### config.mk
export PLATFORM = sky130hd
export DESIGN_NAME = instr_encoder
export DESIGN_NICKNAME = d
export VERILOG_FILES = /design/src/rtl/instr_encoder.sv
export SDC_FILE = /design/constraint.sdc
export NUM_CORES = 1
export LEC_CHECK = 0
export ABC_CLOCK_PERIOD_IN_PS = 2700
export CORE_ASPECT_RATIO = 1.25
export CORE_MARGIN = 4
export CORE_UTILIZATION = 44
export CTS_CLUSTER_SIZE = 16
export DETAILED_ROUTE_END_ITERATION = 10
export PLACE_DENSITY = 0.75
export SETUP_SLACK_MARGIN = 0.05
export SKIP_LAST_GASP = 1
export SYNTH_ARGS = -nofsm -noshare
export SYNTH_HDL_FRONTEND = slang
export SYNTH_SLANG_ARGS = --single-unit
### constraint.sdc
create_clock -name clk -period 2.7 [get_ports clk]
set_input_delay 0.81 -clock clk [delete_from_list [all_inputs] [get_ports clk]]
set_output_delay 0.81 -clock clk [all_outputs]
set_load 0.01 [all_outputs]
### src/rtl/instr_encoder.sv
`default_nettype none
// ============================================================================
// Module   : instr_encoder
// Purpose  : Pipelined RV32I instruction encoder (inverse of the immediate
//            generator). Decoded fields plus a sign-extended byte-offset
//            immediate are packed into a 32-bit instruction word according to
//            the ExtOP format code. The immediate is range-checked, and each
//            word is tagged with a sequential byte address for the
//            instruction-memory write port.
// Ports    : clk, rst (async, active-high), restart (sync address reload)
//            in_valid/in_ready       - input handshake for the decoded fields
//            ExtOP, opcode, rd, rs1, rs2, funct3, funct7, imm - fields
//            out_valid/out_ready     - output handshake
//            out_instr, out_addr, out_err - encoded word, its address, error
//            err_count               - saturating count of delivered errors
// Revision : 1.0 - initial release
// ============================================================================
module instr_encoder #(
    parameter int          ADDR_W    = 15,
    parameter int unsigned BASE_ADDR = 0
) (
    input  logic              clk,
    input  logic              rst,
    input  logic              restart,
    input  logic              in_valid,
    output logic              in_ready,
    input  logic [2:0]        ExtOP,
    input  logic [6:0]        opcode,
    input  logic [4:0]        rd,
    input  logic [4:0]        rs1,
    input  logic [4:0]        rs2,
    input  logic [2:0]        funct3,
    input  logic [6:0]        funct7,
    input  logic [31:0]       imm,
    output logic              out_valid,
    input  logic              out_ready,
    output logic [31:0]       out_instr,
    output logic [ADDR_W-1:0] out_addr,
    output logic              out_err,
    output logic [7:0]        err_count
);

    // ------------------------------------------------------------------
    // Constants
    // ------------------------------------------------------------------
    localparam logic [2:0]        FMT_I      = 3'd0;
    localparam logic [2:0]        FMT_U      = 3'd1;
    localparam logic [2:0]        FMT_S      = 3'd2;
    localparam logic [2:0]        FMT_B      = 3'd3;
    localparam logic [2:0]        FMT_J      = 3'd4;
    localparam logic [2:0]        FMT_R      = 3'd5;
    localparam logic [31:0]       NOP_INSTR  = 32'h0000_0013;
    localparam logic [ADDR_W-1:0] ADDR_BASE  = ADDR_W'(BASE_ADDR);
    localparam logic [ADDR_W-1:0] ADDR_STEP  = ADDR_W'(4);
    localparam logic [7:0]        ERR_MAX    = 8'hFF;

    // ------------------------------------------------------------------
    // Stage 1: captured input fields
    // ------------------------------------------------------------------
    logic        s1_valid_q, s1_valid_d;
    logic [2:0]  s1_fmt_q;
    logic [6:0]  s1_opcode_q;
    logic [4:0]  s1_rd_q;
    logic [4:0]  s1_rs1_q;
    logic [4:0]  s1_rs2_q;
    logic [2:0]  s1_funct3_q;
    logic [6:0]  s1_funct7_q;
    logic [31:0] s1_imm_q;

    // ------------------------------------------------------------------
    // Stage 2: output word, address and error bookkeeping
    // ------------------------------------------------------------------
    logic              out_valid_q, out_valid_d;
    logic [31:0]       out_instr_q, out_instr_d;
    logic              out_err_q,   out_err_d;
    logic [ADDR_W-1:0] addr_q,      addr_d;
    logic [7:0]        err_cnt_q,   err_cnt_d;

    // Handshake terms
    logic in_accept;
    logic out_fire;
    logic s2_load;

    // Packing results (combinational from stage 1)
    logic [31:0] pack_instr;
    logic        pack_err;

    // Sign-consistency of the immediate's upper bits. A field of width N
    // can represent the value only when every bit from N-1 upward equals
    // the sign bit, i.e. the slice is all ones or all zeros.
    logic imm_fits_12;  // bits [31:11] uniform: I and S formats
    logic imm_fits_13;  // bits [31:12] uniform: B format
    logic imm_fits_21;  // bits [31:20] uniform: J format
    logic imm_low_zero; // bits [11:0] clear:   U format

    // ------------------------------------------------------------------
    // Handshake logic
    // ------------------------------------------------------------------
    // Stage 1 may take a new word when it is empty, or when its current
    // word will move into stage 2 on this edge (stage 2 empty or draining).
    // in_ready is forced low while reset is asserted so no word is counted
    // as accepted by the producer during reset.
    assign in_ready  = !rst && (!s1_valid_q || !out_valid_q || out_ready);
    assign in_accept = in_valid && in_ready;
    assign out_fire  = out_valid_q && out_ready;
    assign s2_load   = s1_valid_q && (!out_valid_q || out_ready);

    // ------------------------------------------------------------------
    // Immediate range checks
    // ------------------------------------------------------------------
    assign imm_fits_12  = (&s1_imm_q[31:11]) || !(|s1_imm_q[31:11]);
    assign imm_fits_13  = (&s1_imm_q[31:12]) || !(|s1_imm_q[31:12]);
    assign imm_fits_21  = (&s1_imm_q[31:20]) || !(|s1_imm_q[31:20]);
    assign imm_low_zero = !(|s1_imm_q[11:0]);

    // ------------------------------------------------------------------
    // Instruction packing
    // ------------------------------------------------------------------
    // Out-of-range immediates still produce the truncated packed bits so the
    // consumer sees what would have been written; only out_err flags them.
    always_comb begin
        pack_instr = NOP_INSTR;
        pack_err   = 1'b1;
        case (s1_fmt_q)
            FMT_I: begin
                pack_instr = {s1_imm_q[11:0], s1_rs1_q, s1_funct3_q,
                              s1_rd_q, s1_opcode_q};
                pack_err   = !imm_fits_12;
            end
            FMT_U: begin
                pack_instr = {s1_imm_q[31:12], s1_rd_q, s1_opcode_q};
                pack_err   = !imm_low_zero;
            end
            FMT_S: begin
                pack_instr = {s1_imm_q[11:5], s1_rs2_q, s1_rs1_q,
                              s1_funct3_q, s1_imm_q[4:0], s1_opcode_q};
                pack_err   = !imm_fits_12;
            end
            FMT_B: begin
                // Branch offsets are halfword aligned; bit 0 is not encoded.
                pack_instr = {s1_imm_q[12], s1_imm_q[10:5], s1_rs2_q,
                              s1_rs1_q, s1_funct3_q, s1_imm_q[4:1],
                              s1_imm_q[11], s1_opcode_q};
                pack_err   = !imm_fits_13 || s1_imm_q[0];
            end
            FMT_J: begin
                pack_instr = {s1_imm_q[20], s1_imm_q[10:1], s1_imm_q[11],
                              s1_imm_q[19:12], s1_rd_q, s1_opcode_q};
                pack_err   = !imm_fits_21 || s1_imm_q[0];
            end
            FMT_R: begin
                pack_instr = {s1_funct7_q, s1_rs2_q, s1_rs1_q, s1_funct3_q,
                              s1_rd_q, s1_opcode_q};
                pack_err   = 1'b0;
            end
            default: begin
                // Illegal format: emit a harmless NOP and flag it.
                pack_instr = NOP_INSTR;
                pack_err   = 1'b1;
            end
        endcase
    end

    // ------------------------------------------------------------------
    // Next-state logic
    // ------------------------------------------------------------------
    always_comb begin
        // Stage 1 occupancy: a new accept refills it even when the current
        // word leaves in the same edge.
        s1_valid_d = s1_valid_q;
        if (in_accept) begin
            s1_valid_d = 1'b1;
        end else if (s2_load) begin
            s1_valid_d = 1'b0;
        end

        // Stage 2 holds its contents stable until it is handshaken.
        out_valid_d = out_valid_q;
        out_instr_d = out_instr_q;
        out_err_d   = out_err_q;
        if (s2_load) begin
            out_valid_d = 1'b1;
            out_instr_d = pack_instr;
            out_err_d   = pack_err;
        end else if (out_fire) begin
            out_valid_d = 1'b0;
        end

        // Address counter labels the word in stage 2. It wraps naturally
        // at 2^ADDR_W; restart wins over a same-cycle handshake, and the
        // word handshaken in that cycle has already used the old address.
        addr_d = addr_q;
        if (restart) begin
            addr_d = ADDR_BASE;
        end else if (out_fire) begin
            addr_d = addr_q + ADDR_STEP;
        end

        // Error counter counts delivered bad words and saturates.
        err_cnt_d = err_cnt_q;
        if (out_fire && out_err_q && (err_cnt_q != ERR_MAX)) begin
            err_cnt_d = err_cnt_q + 8'd1;
        end
    end

    // ------------------------------------------------------------------
    // Stage 1 registers
    // ------------------------------------------------------------------
    always_ff @(posedge clk or posedge rst) begin
        if (rst) begin
            s1_valid_q <= 1'b0;
        end else begin
            s1_valid_q <= s1_valid_d;
        end
    end

    // Payload fields need no reset: they are qualified by s1_valid_q.
    always_ff @(posedge clk) begin
        if (in_accept) begin
            s1_fmt_q    <= ExtOP;
            s1_opcode_q <= opcode;
            s1_rd_q     <= rd;
            s1_rs1_q    <= rs1;
            s1_rs2_q    <= rs2;
            s1_funct3_q <= funct3;
            s1_funct7_q <= funct7;
            s1_imm_q    <= imm;
        end
    end

    // ------------------------------------------------------------------
    // Stage 2 and counter registers
    // ------------------------------------------------------------------
    always_ff @(posedge clk or posedge rst) begin
        if (rst) begin
            out_valid_q <= 1'b0;
            out_instr_q <= 32'd0;
            out_err_q   <= 1'b0;
            addr_q      <= ADDR_BASE;
            err_cnt_q   <= 8'd0;
        end else begin
            out_valid_q <= out_valid_d;
            out_instr_q <= out_instr_d;
            out_err_q   <= out_err_d;
            addr_q      <= addr_d;
            err_cnt_q   <= err_cnt_d;
        end
    end

    // ------------------------------------------------------------------
    // Outputs
    // ------------------------------------------------------------------
    assign out_valid = out_valid_q;
    assign out_instr = out_instr_q;
    assign out_err   = out_err_q;
    assign out_addr  = addr_q;
    assign err_count = err_cnt_q;

endmodule
`default_nettype wire

==> summary.txt, run 1 <==
post-detail-place hpwl: 8780 microns
Synth top area share: 0.384
vias in the first global route: 3891
boundary pin count: 130
power density cells: 731 nW/um^2
initial antenna violation count: 0
ranking of synthesized cells by area: edfxtp_1, dfrtp_1, nand2_1
Clk pwr share: 0.398
startpoint types: primary input
commonest cells in the netlist: edfxtp_1, dfrtp_1, nand2_1, nor2_1, a21oi_1
Via density: 5.15
Reg clk slew, reported paths: 0.05 ns
Leak: 2.76 nW
hold path start: s1_opcode_q[3]$_DFFE_PP_
Pint: 3.96 mW
Synth Flop Type: edfxtp_1
Post-synth EDFFs: 67
Final Cell Area: 7300 sq um
CP Launch Point: out_ready
Switching Share: 0.257
GR met1 Demand/Resource: 0.211
power consumption: 5.33 mW
Max transition margin: 0.291
#FFs+latches synth: 123
PortBufs: 127
max_cap viols: 0
HP Class: flip-flop to flip-flop
most numerous cell in the Yosys netlist: edfxtp_1
Gate power share: 0.163
synthesized area per cell: 12.4 sq um
clock buffer depth: 2
post-route clock period utilization: 0.961
die area: 13700 sq um
GPL Wtd Cong: 0.812
drt total wl: 11800 microns
Syn. warnings: 0
Core ar.: 11600 sq um
multi-input combinational cell area: 1680 sq um
Slew Limit Fails: 0
GRT Total Usage: 0.178
grt total ovfl: 0
global-route wire length before repair: 19100 microns
sequential share of the synthesized area: 0.651
share of layout cells above drive strength 1: 0.125
Final Critical Period: 2.59 ns
# DRC: 0
Ant. Diodes: 0
Sink Count: 123
Initial Util: 0.451
met3 usage: 0.0495
critical path data arrival time: 1.78 ns
TritonCTS clock tree: built
Filler cells: 928
# rows: 44
Num CTS Buffers: 17
Root Driver: clkbuf_16
Vias: 3794
remaining antenna violation count: 0
data required time of the worst path: 1.89 ns
initial DRC count: 279
area of all sequential standard cells: 3410 sq um
Hold Fails Final Rpt: 0
CTS H-Tree Depth: 4
Die X: 106 microns
Layout Nets: 636
Worst Setup End Kind: output port
Placed Instance Area: 6730 sq um
Post-synth ARST share: 0.455
routed len/inst: 16.0 microns
Tightest Pin Transition: 1.06 ns
Final setup viols: 0
largest area contributor in the netlist: edfxtp_1
GRT Max-Usage Layer: met2
Peak VDD IR: 0.431 mV
Syn Std Cell Area: 5240 sq um
global routing met2 resource utilization: 0.319
Flop pwr share: 0.440
fmax: 386 MHz
cts hold-fix bufs: 0
largest net degree at the start of global routing: 37
Area Growth Syn to Fin: 39.2%
CP Max Fanout: 2
clk_lat worst skew: 0.40 ns
Mapped Cells: 422
RSZ-0062 raised after global routing: no
Reg2Reg Launch Point: s1_fmt_q[0]$_DFFE_PP_
DIE HEIGHT: 130 microns
Yosys cell types: 50
status: finished clean
Worst Skew: 0.00751 ns
1st-pass router iterations: 4
Switch Pwr: 1.37 mW
critical path class: primary input to output port
[per-stage QoR]
step | std cells | hold WS [ns] | worst slack, ns | setup TNS (ns) | utilization
floorplan | 423 | 0.442 | 0.0973 | 0 | -
global placement | 704 | 0.453 | -0.295 | -0.295 | 0.580
detailed placement | 704 | 0.466 | -0.335 | -0.335 | 0.580
CTS | 736 | 0.481 | 0.0967 | 0 | 0.628
global route | 736 | 0.501 | 0.0553 | 0 | 0.628
finish | 736 | 0.476 | 0.106 | 0 | 0.628
[worst max-delay path, cell delays in order]
cell             delay (ns)
clkdlybuf4s50_1        0.48
and2b_1                0.20
a21oi_2                0.15
buf_2                  0.15
[area by class of cell]
class | instances | area share
timing repair buffer | 143 | 0.195
multi-input combinational | 272 | 0.230
inverter | 5 | 0.00257
clock inverter | 15 | 0.0194
sequential | 123 | 0.468
clock buffer | 17 | 0.0583
tap | 161 | 0.0276
[cell usage in the layout (no fill, tap or decap), types with 6 or more instances in the layout]
cell / count
a211oi_1: 11
nand2_1: 42
nor2_1: 42
o21ai_1: 6
xnor2_1: 10
mux2_2: 11
mux2i_1: 11
edfxtp_1: 67
o21ai_0: 23
clkinvlp_4: 6
dfrtp_1: 56
clkdlybuf4s50_1: 126
nand3_1: 11
nor4_1: 8
a221oi_1: 6
a22oi_1: 8
a21oi_1: 26
buf_4: 13
nand4_1: 8
clkbuf_16: 17
[power groups by stage]
| stage | Sequential (mW) | Clock, mW | Combinational [mW] |
|---|---|---|---|
| finish | 2.35 | 2.12 | 0.867 |
| global route | 2.37 | 2.27 | 0.947 |
| CTS | 2.35 | 2.17 | 0.881 |
| detailed placement | 2.38 | 0 | 0.878 |
| global placement | 2.37 | 0 | 0.857 |
| floorplan | 2.41 | 0 | 0.309 |
[sequential cells by signal (all words and copies together), names as in the netlist, 3 cells and up]
name / cells
err_count: 8
out_addr: 13
out_instr: 32
s1_fmt_q: 3
s1_funct3_q: 3
s1_funct7_q: 7
s1_imm_q: 32
s1_opcode_q: 7
s1_rd_q: 5
s1_rs1_q: 5
s1_rs2_q: 5
[logic make-up (layout without fill, tap and decap cells)]
logic type | count (synthesis) | count (layout) | synth area share
AO/OA/AOI/OAI | 93 | 93 | 0.115
XOR/XNOR | 14 | 14 | 0.0234
adder cells (fa/ha/maj) | 2 | 2 | 0.00477
buffers and inverters | 28 | 180 | 0.0315
flip-flops | 123 | 123 | 0.651
multiplexers | 23 | 23 | 0.0489
other | 1 | 2 | 0.000715
AND/OR/NAND/NOR | 138 | 138 | 0.124
[worst paths after layout]
path / slack [ns] / cells after the start / to
max reg2reg: 0.75 / 5 / out_err$_DFFE_PP0P_
max: 0.11 / 4 / in_ready
min reg2reg: 0.48 / 2 / out_instr[3]$_DFFE_PP0P_
min in group asynchronous: 0.84 / 2 / s1_valid_q$_DFFE_PP0P_
min: 0.48 / 2 / out_instr[3]$_DFFE_PP0P_
max in group asynchronous: 1.22 / 3 / out_addr[8]$_DFFE_PP0N_
[metal layers]
metal  part of all wire  wire length [microns]
met5                  0                      0
met4             0.0072                     85
met3              0.053                    620
met2               0.54                   6320
met1               0.40                   4780
[timing repair]
action                                  in CTS  in global routing
gates resized for setup                      5                  0
endpoints found under the setup margin       1                  0
setup buffers                                0                  0
(Power assumes the default switching activity.)
==> run 2, diff against run 1 <==
Settings changed: HOLD_SLACK_MARGIN set to 0.12, PLACE_DENSITY 0.75 to not set, PLACE_DENSITY_LB_ADDON set to 0.08.
==> run 2 against run 1 <==
  * Sequential power hardly changed
  * Combinational power is 0.9% lower
  * Register-to-register slack worse by 0.07 ns
  * Via count is 1.8% lower
  * Die area stayed put
  * Critical path type unchanged
  * Design area stayed put
  * Cell count is 0.27% lower
  * First-iteration DRC count is 54% lower
  * Non-clock buffer count is 1 lower
  * Critical endpoint unchanged
  * Hold slack worse by 0.013 ns
  * Count of clock-buffer cells in the layout is 8 higher
==> summary.txt, run 2 (synthesis results as in run 1) <==
status: finished clean
hold path start: s1_opcode_q[3]$_DFFE_PP_
dpl ws: -0.335 ns (-0.0000370 ns)
Reg2Reg Launch Point: s1_fmt_q[2]$_DFFE_PP_
Initial Util: 0.451 (unchanged)
startpoint types: primary input
max_cap viols: 0 (unchanged)
remaining antenna violation count: 0 (unchanged)
hold_ws: 0.463 ns (-0.0130 ns)
GRT Total Usage: 0.172 (-0.00577)
DIE HEIGHT: 130 microns (unchanged)
# rows: 44 (unchanged)
Peak VDD IR: 0.439 mV (+1.8%)
Hold Path Sink: out_instr[3]$_DFFE_PP0P_
clock buffer depth: 2 (unchanged)
reg2reg path depth: 3 (-2)
Tightest Pin Transition: 1.07 ns (+0.00819 ns)
Vias: 3726 (-1.8%)
Ant. Diodes: 0 (unchanged)
Root Driver: clkbuf_16
critical path class: primary input to output port
power consumption: 5.39 mW (+1.1%)
hold path cells: 2 (unchanged)
GPL Wtd Cong: 0.840 (+3.5%)
data required time of the worst path: 1.89 ns (about the same)
Hold Fails Final Rpt: 0 (unchanged)
grt total ovfl: 0 (unchanged)
post-cts gate resize count: 4 (-1)
fmax: 428 MHz (+11%)
drt total wl: 11400 microns (-3.4%)
boundary pin count: 130 (unchanged)
Reg clk slew, reported paths: 0.05 ns (about the same)
Slew Limit Fails: 0 (unchanged)
largest net degree at the start of global routing: 48 (+30%)
CTS H-Tree Depth: 4 (unchanged)
routed len/inst: 15.5 microns (-3.2%)
# DRC: 0 (unchanged)
global-route wire length before repair: 18300 microns (-4.6%)
commonest non-fill, non-tap cell in the layout: clkdlybuf4s50_1
met3 WL: 671 microns (+8.2%)
top layer in use: met4
Layout Nets: 635 (-0.16%)
Sink Count: 123 (unchanged)
Leak: 2.80 nW (+1.2%)
power density cells: 739 nW/um^2 (+1.1%)
HP Class: flip-flop to flip-flop
PortBufs: 127 (unchanged)
Area Growth Syn to Fin: 39.2% (unchanged)
Max transition margin: 0.286 (-0.00548)
Die X: 106 microns (unchanged)
Num CTS Buffers: 17 (unchanged)
critical path data arrival time: 1.53 ns (-0.25 ns)
post-detail-place hpwl: 8460 microns (-3.7%)
CP Max Fanout: 2 (unchanged)
clk_lat worst skew: 0.41 ns (about the same)
Worst Skew: 0.0113 ns (+0.00375 ns)
1st-pass router iterations: 4 (unchanged)
Final Critical Period: 2.34 ns (-0.258 ns)
TritonCTS clock tree: built
commonest non-fill, non-tap cells in the layout: clkdlybuf4s50_1, edfxtp_1, dfrtp_1
Final setup viols: 0 (unchanged)
Worst Setup End Kind: output port
cts hold-fix bufs: 0 (unchanged)
FF-to-FF setup slack: 0.68 ns (-0.07 ns)
vias in the first global route: 3689 (-5.2%)
Via density: 5.08 (-1.5%)
Setup WS post-layout: 0.364 ns (+0.258 ns)
RSZ-0062 raised after global routing: no
met2 wire len: 5600 microns (-11%)
wl on met1: 4940 microns (+3.3%)
Core ar.: 11600 sq um (unchanged)
reg2reg end: out_instr[29]$_DFFE_PP0P_
Setup Buffers After CTS: 0 (unchanged)
initial DRC count: 128 (-54%)
post-route clock period utilization: 0.865 (-0.0955)
die area: 13700 sq um (unchanged)
Placed Instance Area: 6710 sq um (-0.30%)
share of layout cells above drive strength 1: 0.117 (-0.00829)
initial antenna violation count: 0 (unchanged)
Final Cell Area: 7300 sq um (unchanged)
[run 2: report_power, final]
group          internal [mW]  switching, mW  total (mW)
Clock                   1.44          0.755        2.19
Combinational          0.487          0.372       0.859
Sequential              2.19          0.146        2.34
[run 2: area by class of cell]
class,instances,area [sq um]
Timing Repair Buffer,142,1410
Clock inverter,6,56.3
Inverter,5,18.8
Tap cell,161,201
Clock buffer,25,528
Multi-Input combinational cell,272,1680
Sequential cell,123,3410
Fill cell,927,4320
[run 2: metrics by stage]
stage	utilization	TNS (ns)	instances
2_1_floorplan	-	0	423
3_3_place_gp	0.578	-0.316	703
3_5_place_dp	0.578	-0.335	703
4_1_cts	0.628	0	734
5_1_grt	0.628	0	734
6_report	0.628	0	734
[run 2: routing by layer]
layer	track usage	vias up
li1	-	1833
met1	0.211	1764
met2	0.286	114
met3	0.0480	15
met4	0.0770	0
met5	0	-
[run 2: how the worst max path moves through the flow]
| stage | end | cells after the start | startpoint | slack, ns |
|---|---|---|---|---|
| final | in_ready | 3 | rst | 0.36 |
| after floorplan | s1_fmt_q[0]$_DFFE_PP_ | 3 | out_ready | 0.1 |
| after global routing | in_ready | 3 | rst | 0.31 |
| after detailed placement | in_ready | 4 | out_ready | -0.33 |
| after global placement | in_ready | 4 | out_ready | -0.32 |
| after CTS | in_ready | 4 | out_ready | 0.07 |
[run 2: critical path, cell delays in order]
cell and delay (ns):
clkdlybuf4s50_1 0.45, a21oi_2 0.13, buf_2 0.14
==> run 3, diff against run 2 <==
Settings changed: SLEW_MARGIN set to 15.
==> results of run 3 <==
Final layout, timing and power as in run 2 (identical DEF).
